==> config.mk <==
export PLATFORM = sky130hd
export DESIGN_NAME = mul_issue_ctrl
export DESIGN_NICKNAME = d
export VERILOG_FILES = /design/src/rtl/mul_issue_ctrl.sv
export SDC_FILE = /design/constraint.sdc
export NUM_CORES = 1
export LEC_CHECK = 0
export ABC_AREA = 1
export CAP_MARGIN = 20
export CELL_PAD_IN_SITES_DETAIL_PLACEMENT = 1
export CELL_PAD_IN_SITES_GLOBAL_PLACEMENT = 2
export CORE_ASPECT_RATIO = 2
export CORE_MARGIN = 5
export CORE_UTILIZATION = 33
export CTS_CLUSTER_SIZE = 24
export DETAILED_ROUTE_END_ITERATION = 7
export PLACE_DENSITY_LB_ADDON = 0.3
export SYNTH_ARGS = -nofsm -noshare
export SYNTH_HDL_FRONTEND = slang
export SYNTH_SLANG_ARGS = --single-unit
==> constraint.sdc <==
create_clock -name clk -period 6 [get_ports clk]
set_clock_uncertainty 0.1 [all_clocks]
set_input_delay 1.2 -clock clk [delete_from_list [all_inputs] [get_ports clk]]
set_output_delay 1.2 -clock clk [all_outputs]
set_load 0.02 [all_outputs]
==> src/rtl/mul_issue_ctrl.sv <==
// Sequences RV32M multiplies onto the shared unsigned shift-add core,
// with sign correction, flush draining and a one-entry product cache.
module mul_issue_ctrl #(
    parameter bit CACHE_EN    = 1'b1,
    parameter bit ZERO_BYPASS = 1'b1
) (
    input  logic        clk,
    input  logic        rst,
    input  logic        req_valid,
    output logic        req_ready,
    input  logic [1:0]  req_op,
    input  logic [31:0] req_rs1,
    input  logic [31:0] req_rs2,
    input  logic        flush,
    output logic        resp_valid,
    input  logic        resp_ready,
    output logic [31:0] resp_data,
    output logic        mul_start,
    output logic [31:0] mul_a,
    output logic [31:0] mul_b,
    input  logic        mul_ready,
    input  logic        mul_done,
    input  logic [63:0] mul_product
);

    typedef enum logic [2:0] {
        S_IDLE,
        S_START,
        S_BUSY,
        S_FIX,
        S_RESP,
        S_DRAIN
    } state_e;

    localparam logic [1:0] OP_MUL    = 2'b00;
    localparam logic [1:0] OP_MULH   = 2'b01;
    localparam logic [1:0] OP_MULHSU = 2'b10;

    state_e      state_q, state_d;
    logic [1:0]  op_q, op_d;
    logic [31:0] rs1_q, rs1_d;
    logic [31:0] rs2_q, rs2_d;
    logic        as_q, as_d;
    logic        bs_q, bs_d;
    logic        neg_q, neg_d;
    logic [31:0] mag_a_q, mag_a_d;
    logic [31:0] mag_b_q, mag_b_d;
    logic [63:0] prod_q, prod_d;
    logic [31:0] data_q, data_d;
    logic        cv_q, cv_d;
    logic [31:0] crs1_q, crs1_d;
    logic [31:0] crs2_q, crs2_d;
    logic        cas_q, cas_d;
    logic        cbs_q, cbs_d;
    logic [63:0] cp_q, cp_d;

    logic        accept;
    logic        a_sgn, b_sgn;
    logic        a_neg, b_neg;
    logic        hit, zero;
    logic        handoff;
    logic [63:0] p_fix;

    assign req_ready  = (state_q == S_IDLE) && !flush && !rst;
    assign resp_valid = (state_q == S_RESP) && !rst;
    assign mul_start  = (state_q == S_START) && !rst;
    assign resp_data  = data_q;
    assign mul_a      = mag_a_q;
    assign mul_b      = mag_b_q;

    assign accept  = req_valid && req_ready;
    assign a_sgn   = (req_op == OP_MULH) || (req_op == OP_MULHSU);
    assign b_sgn   = (req_op == OP_MULH);
    assign a_neg   = a_sgn && req_rs1[31];
    assign b_neg   = b_sgn && req_rs2[31];
    assign handoff = mul_ready && !mul_done;
    assign p_fix   = neg_q ? (64'd0 - prod_q) : prod_q;

    // Low half of a product does not depend on operand signedness.
    assign hit = CACHE_EN && cv_q
              && (crs1_q == req_rs1) && (crs2_q == req_rs2)
              && ((req_op == OP_MUL)
                  || ((a_sgn == cas_q) && (b_sgn == cbs_q)));
    assign zero = ZERO_BYPASS
               && ((req_rs1 == 32'd0) || (req_rs2 == 32'd0));

    always_comb begin
        state_d = state_q;
        op_d    = op_q;
        rs1_d   = rs1_q;
        rs2_d   = rs2_q;
        as_d    = as_q;
        bs_d    = bs_q;
        neg_d   = neg_q;
        mag_a_d = mag_a_q;
        mag_b_d = mag_b_q;
        prod_d  = prod_q;
        data_d  = data_q;
        cv_d    = cv_q;
        crs1_d  = crs1_q;
        crs2_d  = crs2_q;
        cas_d   = cas_q;
        cbs_d   = cbs_q;
        cp_d    = cp_q;
        unique case (state_q)
            S_IDLE: begin
                if (accept) begin
                    op_d    = req_op;
                    rs1_d   = req_rs1;
                    rs2_d   = req_rs2;
                    as_d    = a_sgn;
                    bs_d    = b_sgn;
                    neg_d   = a_neg ^ b_neg;
                    mag_a_d = a_neg ? (32'd0 - req_rs1) : req_rs1;
                    mag_b_d = b_neg ? (32'd0 - req_rs2) : req_rs2;
                    if (hit) begin
                        data_d  = (req_op == OP_MUL) ? cp_q[31:0]
                                                     : cp_q[63:32];
                        state_d = S_RESP;
                    end else if (zero) begin
                        data_d  = 32'd0;
                        state_d = S_RESP;
                    end else begin
                        state_d = S_START;
                    end
                end
            end
            S_START: begin
                if (flush) begin
                    state_d = handoff ? S_DRAIN : S_IDLE;
                end else if (handoff) begin
                    state_d = S_BUSY;
                end
            end
            S_BUSY: begin
                if (flush) begin
                    state_d = mul_done ? S_IDLE : S_DRAIN;
                end else if (mul_done) begin
                    prod_d  = mul_product;
                    state_d = S_FIX;
                end
            end
            S_FIX: begin
                data_d = (op_q == OP_MUL) ? p_fix[31:0] : p_fix[63:32];
                if (CACHE_EN) begin
                    cv_d   = 1'b1;
                    crs1_d = rs1_q;
                    crs2_d = rs2_q;
                    cas_d  = as_q;
                    cbs_d  = bs_q;
                    cp_d   = p_fix;
                end
                state_d = flush ? S_IDLE : S_RESP;
            end
            S_RESP: begin
                if (flush || resp_ready) begin
                    state_d = S_IDLE;
                end
            end
            S_DRAIN: begin
                if (mul_done) begin
                    state_d = S_IDLE;
                end
            end
            default: state_d = S_IDLE;
        endcase
    end

    always_ff @(posedge clk) begin
        if (rst) begin
            state_q <= S_IDLE;
            op_q    <= 2'b00;
            rs1_q   <= 32'd0;
            rs2_q   <= 32'd0;
            as_q    <= 1'b0;
            bs_q    <= 1'b0;
            neg_q   <= 1'b0;
            mag_a_q <= 32'd0;
            mag_b_q <= 32'd0;
            prod_q  <= 64'd0;
            data_q  <= 32'd0;
            cv_q    <= 1'b0;
            crs1_q  <= 32'd0;
            crs2_q  <= 32'd0;
            cas_q   <= 1'b0;
            cbs_q   <= 1'b0;
            cp_q    <= 64'd0;
        end else begin
            state_q <= state_d;
            op_q    <= op_d;
            rs1_q   <= rs1_d;
            rs2_q   <= rs2_d;
            as_q    <= as_d;
            bs_q    <= bs_d;
            neg_q   <= neg_d;
            mag_a_q <= mag_a_d;
            mag_b_q <= mag_b_d;
            prod_q  <= prod_d;
            data_q  <= data_d;
            cv_q    <= cv_d;
            crs1_q  <= crs1_d;
            crs2_q  <= crs2_d;
            cas_q   <= cas_d;
            cbs_q   <= cbs_d;
            cp_q    <= cp_d;
        end
    end

endmodule

==> flow_metrics.tcl <==
set metrics [dict create \
    status "finished, final reports clean" \
    syn_nets 3201 \
    cp_common_cell "clkdlybuf4s50_1" \
    final_common_cell "nand2_1" \
    hp-class "register to register" \
    grt_max_degree 216 \
    post-route-util_pct 40.3 \
    dr.pass1.iters 5 \
    netlist-cell-type-count 48 \
    yosysTopAreaCell "dfxtp_1" \
    die_h_um 352 \
    antenna_left 0 \
    ys_top_cells_by_area "dfxtp_1 37%, nand2_1 13%, o21ai_0 8.3%" \
    initial_utilization_pct 33.3 \
    core_area_um2 58000 \
    critical_path_class "input pin to primary output" \
    dpl.hpwl_um 71600 \
    path_delay_family "buffers and inverters" \
    worstSetupStartpointType "input pin" \
    finalMaxSlewViolations 0 \
    p_seq_share_pct 35.7 \
    rsz0062_at_grt "no" \
    relSlewSlack_pct 36.4 \
    fin_crit_sh_pct 67.4 \
    switching_share_pct 40.3 \
    wl_per_cell_um 22.9 \
    crit_required_ns 4.70 \
    worst_pin_slew_ns 0.954 \
    yosysWarnings 0 \
    drive_above_1_share_pct 4.50 \
    routabilityCongestion 0.976 \
    cts_sinks 361 \
    slowest_stage "clkdlybuf4s50_1" \
    power.share.clock_pct 29.6 \
    met2_usage_pct 52.9 \
    ys_ff_latch 361 \
    busiest_layer "met2" \
    syn_area_um2 19300 \
    route.vias.total 20986 \
    finalWirelength_um 91500 \
    drt-vias-per-instance 5.26 \
    postCtsHoldBufs 0 \
    grtUsageMet1_pct 25.4 \
    port_buffers 235 \
    clkLatencyLatePin_ns 0.55 \
    dp_cells 3925 \
    hold_viol 0 \
    synth_edf_count 0 \
    vdd_drop_max_v 0.000222 \
    path_max_fanout 8 \
    post_cts_buffers 0 \
    grt_antenna_before_repair 2 \
    clk_pin_slew_ns 0.06 \
    yosysSeqAreaShare_pct 37.4 \
    syn_to_final_growth_pct 21.1 \
    critPathArrivalTime_ns 2.75 \
    pin_count 236 \
    multi_input_area_um2 9880 \
    power.density_nw_per_um2 340 \
    cts_resized 0 \
    async_reset_ff_share_pct 0 \
    dpl_cell_area_um2 22200 \
    path_cells "clkdlybuf4s50_1, nor3_2, clkdlybuf4s50_1" \
    power.switching_uw 3210 \
    max_stage_delay_ns 0.66 \
    synth.top_cell.area_share_pct 37.4 \
    grt_pass1_wl_um 137000 \
    register_area_um2 7230 \
    cts_tree "yes" \
    cts_root_buf "clkbuf_16" \
    htree_levels 2 \
    die_x_um 181 \
    synthFlopType "dfxtp_1" \
    layout_common_cells "688 x nand2_1, 393 x nor2_1, 376 x inv_1" \
    maxCapViolCount 0 \
    stdcell_area_um2 23400 \
    power_frac_comb_pct 34.7 \
    grt_use_met3_pct 3.70 \
    internal-power_uw 4750 \
    syn_inst 3059 \
    crit_path_end_kind "primary output" \
    nets 3346 \
    rows 125 \
    power.leakage_uw 0.0105 \
    period_needed_ns 4.05 \
    fmax_mhz 247 \
    critPathBufInv 2 \
    fillCellCount 7588 \
    tns_ns 0 \
    setup_viol_count_final 0 \
    overflow 0 \
    drcViolationCount 0 \
    avgSynthCellArea_um2 6.32 \
    dieArea_um2 63800 \
    final_cells 3989 \
    track_usage_pct 27.8 \
    grt_pass1_vias 22438 \
    numCtsBuffers 38 \
    clockBufferDepth 3 \
    drt_iter0_drc 997 \
]
-- power groups by stage --
stage          Clock (uW)  Sequential, uW  Combinational (uW)
6_report             2360            2840                2760
5_1_grt              2500            2860                2990
4_1_cts              2420            2830                2760
3_5_place_dp            0            2890                2740
3_3_place_gp            0            2870                2700
2_1_floorplan           0            2880                1530
-- registers in the layout, indices dropped and copies added (netlist names) --
signal,count
cp_q,64
prod_q,64
crs1_q,32
crs2_q,32
resp_data,32
rs1_q,32
rs2_q,32
mul_a,31
mul_b,31
state_q,3
op_q,2
as_q,1
bs_q,1
cas_q,1
cbs_q,1
cv_q,1
neg_q,1
-- worst register-to-register path: cells and delay by family, from the launching register on --
kind | cells | cell delay (ns)
adder cells (fa/ha/maj) | 1 | 0.20
buffers and inverters | 2 | 0.20
flip-flops | 1 | 0.34
AND/OR/NAND/NOR | 12 | 2.44
-- final cells by class --
cell class / instances / share of cell area (%)
diodes: 2 / 0.0214
clock buffers: 54 / 4.67
clock inverters: 7 / 0.289
inverters: 419 / 6.77
multi-input cells: 2123 / 42.3
flip-flops and latches: 361 / 30.9
well taps: 762 / 4.08
repair buffers: 261 / 11.0
-- stage by stage --
| step | worst slack [ns] | total power (uW) | hold WS (ns) |
|---|---|---|---|
| after floorplan | 2.79 | 4410 | 0.330 |
| after global placement | 1.55 | 5580 | 0.338 |
| after detailed placement | 1.41 | 5630 | 0.353 |
| after CTS | 1.94 | 8010 | 0.363 |
| after global routing | 1.73 | 8360 | 0.378 |
| final | 1.95 | 7950 | 0.354 |
-- cell families after synthesis --
kind of cell | synth area share [%]
and+or+nand+nor | 31.1
AOI/OAI and AO/OA | 17.9
buffers and inverters | 11.6
DFF | 37.4
xor gates and xnor gates | 1.45
adders and majority gates | 0.324
muxes | 0.175
-- cell usage after synthesis, types with 8 or more instances --
master	instances
a31oi_1	19
buf_2	26
xor2_1	24
xnor2_1	8
buf_1	18
nand4_1	73
nor3_1	36
o211ai_1	49
inv_1	377
o21ai_0	322
clkbuf_1	105
nand3_1	216
nor2_1	393
a21oi_1	210
nand2_1	690
a211oi_1	10
inv_2	40
dfxtp_1	361
-- layer usage --
layer / wire length (um) / share of wire (%)
met1: 29800 / 33
met3: 3510 / 3.8
met5: 0 / 0
met4: 9910 / 11
met2: 48300 / 53
-- final timing paths --
kind | from | end | slack (ns) | cells after the start
max | flush | req_ready | 1.95 | 3
min reg2reg | rs1_q[15] | crs1_q[15] | 0.35 | 2
min | rs1_q[15] | crs1_q[15] | 0.35 | 2
max reg2reg | prod_q[0] | resp_data[28] | 2.63 | 15
(Power assumes the default switching activity.)
